--- config.mk ---
export PLATFORM = sky130hd
export DESIGN_NAME = digi_ota_sampler
export DESIGN_NICKNAME = d
export VERILOG_FILES = /design/src/rtl/digi_ota_pkg.sv /design/src/rtl/digi_ota_sync.sv /design/src/rtl/digi_ota_sampler.sv
export SDC_FILE = /design/constraint.sdc
export NUM_CORES = 1
export LEC_CHECK = 0
export CORE_ASPECT_RATIO = 1.75
export CORE_MARGIN = 1
export CORE_UTILIZATION = 60
export DETAILED_ROUTE_END_ITERATION = 10
export PLACE_DENSITY = 0.8
export SYNTH_ARGS = -nofsm -noshare
export SYNTH_HDL_FRONTEND = slang
export SYNTH_HIERARCHICAL = 1
export SYNTH_SLANG_ARGS = --single-unit
export TNS_END_PERCENT = 100
--- constraint.sdc ---
create_clock -name clk -period 3.6 [get_ports clk]
set_clock_uncertainty 0.05 [all_clocks]
set_input_delay 0.72 -clock clk [delete_from_list [all_inputs] [get_ports clk]]
set_output_delay 0.72 -clock clk [all_outputs]
set_load 0.01 [all_outputs]
--- src/rtl/digi_ota_pkg.sv ---
`default_nettype none
// +-----------------------------------------------------------------------+
// | Module : digi_ota_pkg                                                 |
// | Desc   : Shared state encoding and constants for the OTA sampler.     |
// | Rev    : 1.0  initial release                                         |
// +-----------------------------------------------------------------------+
package digi_ota_pkg;

  typedef enum logic [1:0] {
    IDLE   = 2'd0,
    SETTLE = 2'd1,
    ACCUM  = 2'd2,
    DONE   = 2'd3
  } state_e;

  localparam int SETTLE_CYCLES = 4;
  localparam int SETTLE_W      = $clog2(SETTLE_CYCLES);
  localparam int DEF_WIN_LOG2  = 8;
  localparam int DEF_RES_W     = 8;

endpackage
`default_nettype wire

--- src/rtl/digi_ota_sync.sv ---
`default_nettype none
// +-----------------------------------------------------------------------+
// | Module : digi_ota_sync                                                |
// | Desc   : Comparator resynchroniser with optional 3-tap majority       |
// |          glitch filter (DIGI_OTA_GLITCH_FILTER_EN).                   |
// | Rev    : 1.0  initial release                                         |
// +-----------------------------------------------------------------------+
module digi_ota_sync #(
  parameter int SYNC_STAGES = 2
) (
  input  logic clk,
  input  logic rst_n,
  input  logic d,
  output logic q
);

  logic [SYNC_STAGES-1:0] sync_q;

  always_ff @(posedge clk or negedge rst_n) begin
    if (!rst_n) begin
      sync_q <= '0;
    end else begin
      sync_q <= {sync_q[SYNC_STAGES-2:0], d};
    end
  end

`ifdef DIGI_OTA_GLITCH_FILTER_EN
  logic [2:0] filt_q;

  always_ff @(posedge clk or negedge rst_n) begin
    if (!rst_n) begin
      filt_q <= '0;
    end else begin
      filt_q <= {filt_q[1:0], sync_q[SYNC_STAGES-1]};
    end
  end

  // 2-of-3 vote: a lone one-cycle pulse can never win the majority
  assign q = (filt_q[0] & filt_q[1]) |
             (filt_q[0] & filt_q[2]) |
             (filt_q[1] & filt_q[2]);
`else
  assign q = sync_q[SYNC_STAGES-1];
`endif

endmodule
`default_nettype wire

--- src/rtl/digi_ota_sampler.sv ---
`default_nettype none
// +-----------------------------------------------------------------------+
// | Module : digi_ota_sampler                                             |
// | Desc   : Ones-density meter for the asynchronous comparator output.   |
// |          Optional glitch filter via DIGI_OTA_GLITCH_FILTER_EN.        |
// | Rev    : 1.0  initial release                                         |
// +-----------------------------------------------------------------------+
module digi_ota_sampler
  import digi_ota_pkg::*;
#(
  parameter int SYNC_STAGES = 2,
  parameter int WIN_LOG2    = DEF_WIN_LOG2,
  parameter int RES_W       = DEF_RES_W
) (
  input  logic             clk,
  input  logic             rst_n,
  input  logic             ena,
  input  logic             cmp_in,
  input  logic             start,
  input  logic             continuous,
  output logic [RES_W-1:0] result,
  output logic             result_valid,
  output logic             busy
);

  localparam int ACC_W = WIN_LOG2 + 1;
  localparam int CMP_W = (ACC_W > RES_W) ? ACC_W : RES_W;
  localparam logic [CMP_W-1:0] RES_MAX = CMP_W'({RES_W{1'b1}});

  state_e              state_q;
  logic [SETTLE_W-1:0] settle_q;
  logic [ACC_W-1:0]    acc_q;
  logic [WIN_LOG2-1:0] win_q;
  logic [RES_W-1:0]    result_q;
  logic                valid_q;
  logic                busy_q;

  logic                s;
  logic [ACC_W-1:0]    acc_d;
  logic [CMP_W-1:0]    acc_ext;
  logic [RES_W-1:0]    sat_d;

  digi_ota_sync #(
    .SYNC_STAGES (SYNC_STAGES)
  ) u_sync (
    .clk   (clk),
    .rst_n (rst_n),
    .d     (cmp_in),
    .q     (s)
  );

  // Count including the current sample, so the final window bit lands in result
  assign acc_d   = acc_q + ACC_W'(s);
  assign acc_ext = CMP_W'(acc_d);
  assign sat_d   = (acc_ext > RES_MAX) ? {RES_W{1'b1}} : acc_ext[RES_W-1:0];

  always_ff @(posedge clk or negedge rst_n) begin
    if (!rst_n) begin
      state_q  <= IDLE;
      settle_q <= '0;
      acc_q    <= '0;
      win_q    <= '0;
      result_q <= '0;
      valid_q  <= 1'b0;
      busy_q   <= 1'b0;
    end else begin
      valid_q <= 1'b0;
      case (state_q)
        IDLE: begin
          if (start && ena) begin
            state_q  <= SETTLE;
            settle_q <= '0;
            busy_q   <= 1'b1;
          end
        end
        SETTLE: begin
          if (!ena) begin
            state_q <= IDLE;
            busy_q  <= 1'b0;
          end else if (settle_q == SETTLE_W'(SETTLE_CYCLES - 1)) begin
            state_q <= ACCUM;
            acc_q   <= '0;
            win_q   <= '0;
          end else begin
            settle_q <= settle_q + SETTLE_W'(1);
          end
        end
        ACCUM: begin
          if (!ena) begin
            state_q <= IDLE;
            acc_q   <= '0;
            win_q   <= '0;
            busy_q  <= 1'b0;
          end else begin
            acc_q <= acc_d;
            win_q <= win_q + WIN_LOG2'(1);
            if (win_q == {WIN_LOG2{1'b1}}) begin
              state_q  <= DONE;
              result_q <= sat_d;
              valid_q  <= 1'b1;
            end
          end
        end
        DONE: begin
          acc_q <= '0;
          win_q <= '0;
          if (continuous && ena) begin
            state_q <= ACCUM;
          end else begin
            state_q <= IDLE;
            busy_q  <= 1'b0;
          end
        end
        default: begin
          state_q <= IDLE;
          busy_q  <= 1'b0;
        end
      endcase
    end
  end

  assign result       = result_q;
  assign result_valid = valid_q;
  assign busy         = busy_q;

endmodule
`default_nettype wire
==> results.sh, run 1 <==
export IMPL_grt_total_usage=0.230
export IMPL_critPathArrivalTime_ns=2.62
export IMPL_hold_class="flip-flop to flip-flop"
export IMPL_dp_cells=207
export IMPL_num_rows=25
export IMPL_multi_input_area_sq_um=795
export IMPL_antenna_found_initial=0
export IMPL_synthTopCellsByArea="dfrtp_1 49%, ha_1 6.0%, o21ai_0 6.0%"
export IMPL_numCtsBuffers=5
export IMPL_setup_viol=0
export IMPL_end_kind="flip-flop"
export IMPL_hpwl_um=2380
export IMPL_die_area_sq_mm=0.00303
export IMPL_cts_root_buffer="clkbuf_8"
export IMPL_final_common_cell="dfrtp_1"
export IMPL_core_sq_mm=0.00269
export IMPL_synth_top_area_cell="dfrtp_1"
export IMPL_yosysSeqAreaShare=0.491
export IMPL_syn_to_final_growth_pct=13.5
export IMPL_stdcell_count=214
export IMPL_leakagePower_nw=0.865
export IMPL_place_area_sq_mm=0.00182
export IMPL_yosysTopAreaCellShare=0.491
export IMPL_grt_first_pass_wirelength_um=5380
export IMPL_htreeDepth=2
export IMPL_drtIter0Drc=32
export IMPL_ys_types=41
export IMPL_slew_headroom=0.695
export IMPL_synth_cell_area_sq_mm=0.00168
export IMPL_tritoncts="built"
export IMPL_gr_total_overflow=0
export IMPL_ys_seq_elements=33
export IMPL_die_h_um=72.0
export IMPL_drive_gt1_frac=0.0695
export IMPL_timing_fmax_mhz=397
export IMPL_post_cts_buffers=0
export IMPL_maxCapViolations=0
export IMPL_wl_per_cell_um=14.7
export IMPL_diodes=0
export IMPL_irDropWorstVdd_uv=422
export IMPL_start_util=0.625
export IMPL_clockBufferDepth=2
export IMPL_tightest_slew_ns=0.458
export IMPL_drv_slew=0
export IMPL_num_io_pins=16
export IMPL_clock_latency_ns=0.28
export IMPL_route_detailed_drc=0
export IMPL_post_cts_resize_count=0
export IMPL_syn_nets=187
export IMPL_crit_path_max_fanout=11
export IMPL_die_w_um=42.0
export IMPL_p_per_area_mw_per_mm2=525
export IMPL_fillers=195
export IMPL_cp_start_kind="input port"
export IMPL_fin_setup_tns_ns=0
export IMPL_seq_area_sq_um=826
export IMPL_first_global_vias=1269
export IMPL_design_area_sq_mm=0.00191
export IMPL_required_ns=3.70
export IMPL_vias_per_cell=6.16
export IMPL_status="finished, final reports clean"
export IMPL_antenna_left=0
export IMPL_clkSinkCount=33
export IMPL_cts_reportedPaths_clkPinSlew_ns=0.06
export IMPL_wl_um=3140
export IMPL_first_pass_iters=4
export IMPL_period_share=0.700
export IMPL_grt_max_degree=34
export IMPL_place_gp_congestion=0.816
export IMPL_avgSynthCellArea_sq_um=9.72
export IMPL_nNetsFinal=201
export IMPL_finalPower_w=0.00100
export IMPL_rsz0062_at_grt="no"
export IMPL_fin_util=0.710
export IMPL_critPathKind="input port to flip-flop"
export IMPL_cts_hold_buf=0
export IMPL_hold_viol=0
export IMPL_min_period_ns=2.52
export IMPL_port_buffers=15
export IMPL_yosys_warnings=6
export IMPL_vias=1318
export IMPL_final_cell_mix="33 x dfrtp_1, 22 x nand2_1, 20 x o21ai_0"
export IMPL_syn_instance_count=173
## registers in the layout (all words and copies together) (netlist names)
signal         flops
win_q              8
result_valid       1
busy               1
u_sync/sync_q      2
state_q            2
result             8
settle_q           2
acc_q              9
## path summary, 6_finish.rpt
kind	from	to	slack [ns]	cells after the start
worst max register to register	state_q[0]$_DFFE_PN0P_	result[5]$_DFFE_PN0P_	1.44	6
worst min-delay path	u_sync/sync_q[0]$_DFF_PN0_	u_sync/sync_q[1]$_DFF_PN0_	0.30	0
max in group asynchronous	rst_n	u_sync/sync_q[1]$_DFF_PN0_	2.40	2
min in group asynchronous	rst_n	acc_q[7]$_DFFE_PN0P_	0.79	2
worst min register to register	u_sync/sync_q[0]$_DFF_PN0_	u_sync/sync_q[1]$_DFF_PN0_	0.30	0
worst max-delay path	ena	result[5]$_DFFE_PN0P_	1.08	5
## metal layers
metal | track usage | part of all wire | vias up
met4 | 0.146 | 0.037 | 0
li1 | - | - | 651
met1 | 0.261 | 0.40 | 622
met3 | 0.0498 | 0.030 | 13
met2 | 0.389 | 0.54 | 32
met5 | 0 | 0 | -
## stage by stage
step	setup slack [ns]	hold WS [ns]
finish	1.08	0.302
global route	0.931	0.320
CTS	1.07	0.304
detailed placement	0.795	0.290
global placement	0.892	0.286
floorplan	1.77	0.281
## cell type report
cell class	count	area share
clock buffers	7	0.0452
inverters	3	0.00590
multi-input cells	128	0.416
flip-flops and latches	33	0.433
well taps	27	0.0177
repair buffers	16	0.0826
## cells in the mapped netlist
| library cell | number |
|---|---|
| dfrtp_1 | 33 |
| nand2_1 | 22 |
| o21ai_0 | 20 |
| nand3_1 | 11 |
| nor2_1 | 11 |
| a21oi_1 | 8 |
| ha_1 | 8 |
| o31ai_1 | 6 |
| and3_1 | 5 |
| buf_2 | 4 |
| xor2_1 | 4 |
| clkbuf_1 | 3 |
| inv_1 | 3 |
| o22a_1 | 3 |
| a21oi_2 | 2 |
| a31oi_1 | 2 |
| nand2b_1 | 2 |
| nand4_1 | 2 |
| xnor2_1 | 2 |
| a211o_1 | 1 |
| a21o_1 | 1 |
| a221oi_1 | 1 |
| a22o_1 | 1 |
| a22oi_1 | 1 |
| and2_0 | 1 |
| and2_1 | 1 |
| and2_2 | 1 |
| and4_1 | 1 |
| and4_2 | 1 |
| buf_4 | 1 |
| buf_6 | 1 |
| mux2i_1 | 1 |
| nand3_2 | 1 |
| nand3b_1 | 1 |
| nor2b_1 | 1 |
| o2111ai_1 | 1 |
| o21a_1 | 1 |
| o2bb2ai_1 | 1 |
| o41ai_1 | 1 |
| or3_1 | 1 |
| or3_4 | 1 |
## cell families after synthesis
group | share of synthesized area
and+or+nand+nor | 0.188
AOI/OAI and AO/OA | 0.188
DFF | 0.491
buffers and inverters | 0.0365
adders and majority gates | 0.0595
xor gates and xnor gates | 0.0312
muxes | 0.00595
## power breakdown
| group | internal (W) | switching (W) |
|---|---|---|
| logic | 0.000116 | 0.000191 |
| registers | 0.000403 | 0.0000262 |
| clock network | 0.000151 | 0.000117 |
## worst max-delay path: stages
cell and delay [ns]:
clkdlybuf4s50_1 0.65, and2_1 0.36, and3_1 0.44, and3_1 0.35, a21oi_1 0.10
Note: power is estimated with default switching activity, not from simulation.
==> run 2: changes to the inputs <==
CORE_UTILIZATION = 56   (was 60)
PLACE_DENSITY = 0.75   (was 0.8)
clock period = 2.4 ns   (was 3.6 ns; I/O delays follow)
==> run 2 against run 1 <==
Compared with the run above:
- the flow now finishes with violations (design-rule violations)
- critical path depth grew 1
- sequential cell count is the same
- total power grew 55%
- first-iteration DRC count shrank 41%
- sequential power grew 50%
- non-clock buffer count grew 4
- cell count grew 2.8%
- worst hold slack gained 0.032 ns
- critical path type is now flip-flop to flip-flop
- highest routed layer unchanged
==> results.sh, run 2 (synthesis gave the netlist of run 1 again) <==
export IMPL_cts_hold_buf=0
export IMPL_rsz0062_at_grt="no"
export IMPL_largest_reg_flops=9
export IMPL_final_cell_mix="33 x dfrtp_1, 22 x nand2_1, 20 x o21ai_0"
export IMPL_first_pass_iters=8
export IMPL_antenna_found_initial=0
export IMPL_die_w_um=43.4
export IMPL_htreeDepth=2
export IMPL_maxCapViolations=0
export IMPL_hold_class="flip-flop to flip-flop"
export IMPL_drive_gt1_frac=0.0990
export IMPL_finalPower_w=0.00155
export IMPL_cts_root_buffer="clkbuf_8"
export IMPL_antenna_left=0
export IMPL_fin_setup_tns_ns=0
export IMPL_required_ns=2.57
export IMPL_diodes=0
export IMPL_pre_cts_slack_ns=0.255
export IMPL_num_rows=26
export IMPL_hpwl_um=2540
export IMPL_start_util=0.581
export IMPL_grt_first_pass_wirelength_um=5910
export IMPL_r2r_slack_ns=0.49
export IMPL_crit_path_top_delay_cell="or3_4"
export IMPL_clockBufferDepth=2
export IMPL_grt_max_degree=34
export IMPL_first_global_vias=1310
export IMPL_irDropWorstVdd_uv=836
export IMPL_p_per_area_mw_per_mm2=799
export IMPL_vias=1330
export IMPL_wl_um=3410
export IMPL_wl_per_cell_um=15.5
export IMPL_clkSinkCount=33
export IMPL_drtIter0Drc=19
export IMPL_crit_chain="ha_1 > ha_1 > nand3_2 > or3_4 > and3_1 > a21oi_1"
export IMPL_end_kind="flip-flop"
export IMPL_min_period_ns=1.91
export IMPL_r2r_start="acc_q[0]$_DFFE_PN0P_"
export IMPL_fin_ws_ns=0.486
export IMPL_timing_fmax_mhz=523
export IMPL_cp_start_kind="flip-flop"
export IMPL_grt_total_usage=0.253
export IMPL_port_buffers=15
export IMPL_vias_per_cell=6.05
export IMPL_num_io_pins=16
export IMPL_path_common_cell="ha_1"
export IMPL_crit_path_max_fanout=7
export IMPL_startpoint="acc_q[0]$_DFFE_PN0P_"
export IMPL_route_detailed_drc=2
export IMPL_slowest_delay_ns=0.42
export IMPL_drv_slew=0
export IMPL_clock_latency_ns=0.29
export IMPL_leakagePower_nw=0.885
export IMPL_top_register="acc_q"
export IMPL_post_cts_buffers=0
export IMPL_syn_to_final_growth_pct=15.4
export IMPL_core_sq_mm=0.00290
export IMPL_numCtsBuffers=5
export IMPL_status="finished with violations"
export IMPL_critPathArrivalTime_ns=2.08
export IMPL_final_common_cell="dfrtp_1"
export IMPL_failed_checks="design-rule violations"
export IMPL_hold_viol=0
export IMPL_die_area_sq_mm=0.00323
export IMPL_slew_headroom=0.673
export IMPL_critPathKind="flip-flop to flip-flop"
export IMPL_post_cts_resize_count=0
export IMPL_die_h_um=74.5
export IMPL_hp_start="u_sync/sync_q[0]$_DFF_PN0_"
export IMPL_setup_viol=0
export IMPL_tritoncts="built"
export IMPL_place_gp_congestion=0.862
export IMPL_cts_reportedPaths_clkPinSlew_ns=0.07
export IMPL_whs_ns=0.335
export IMPL_period_share=0.797
export IMPL_tightest_slew_ns=0.490
export IMPL_nNetsFinal=205
export IMPL_gr_total_overflow=0
==> run 2: cell types whose count changed in the layout (fill, tap and decap cells not counted) <==
cell        previous run  this run
buf_4                  1         5
clkinvlp_4             0         1
clkbuf_8               6         5
clkinv_2               0         2
clkbuf_1               1         0
==> run 2: final timing paths <==
check	end	cells after the start
worst min-delay path	u_sync/sync_q[1]$_DFF_PN0_	0
min in group asynchronous	win_q[0]$_DFFE_PN0P_	2
worst max register to register	result[2]$_DFFE_PN0P_	6
worst max-delay path	result[2]$_DFFE_PN0P_	6
max in group asynchronous	result[1]$_DFFE_PN0P_	2
worst min register to register	u_sync/sync_q[1]$_DFF_PN0_	0
==> run 2: cell type report <==
| class | count | area, sq um |
|---|---|---|
| clock buffer | 5 | 68.8 |
| clock inverter | 3 | 17.5 |
| fill | 224 | 955 |
| inverter | 3 | 11.3 |
| multi-input combinational | 128 | 795 |
| sequential | 33 | 826 |
| tap | 28 | 35.0 |
| timing repair buffer | 20 | 188 |
==> run 2: routing by layer <==
metal | GRT usage | share of wire
met1 | 0.283 | 0.40
met3 | 0.0461 | 0.024
met5 | 0 | 0
met4 | 0.181 | 0.030
met2 | 0.424 | 0.55
==> run 2: power by group <==
| group | internal, W | switching [W] |
|---|---|---|
| registers | 0.000604 | 0.0000405 |
| logic | 0.000194 | 0.000302 |
| clock network | 0.000200 | 0.000211 |
==> run 2: critical path, delay by kind of cell (launching register included) <==
| kind | cells | cell delay, ns |
|---|---|---|
| adders and majority gates | 2 | 0.45 |
| DFF | 1 | 0.36 |
| and+or+nand+nor | 3 | 0.85 |
| AOI/OAI and AO/OA | 1 | 0.15 |
==> run 2: per-stage QoR <==
stage	utilization	instance area, sq um	instances
global placement	0.640	1850	212
finish	0.670	1940	220
detailed placement	0.640	1850	212
CTS	0.670	1940	220
floorplan	-	1680	173
global route	0.670	1940	220
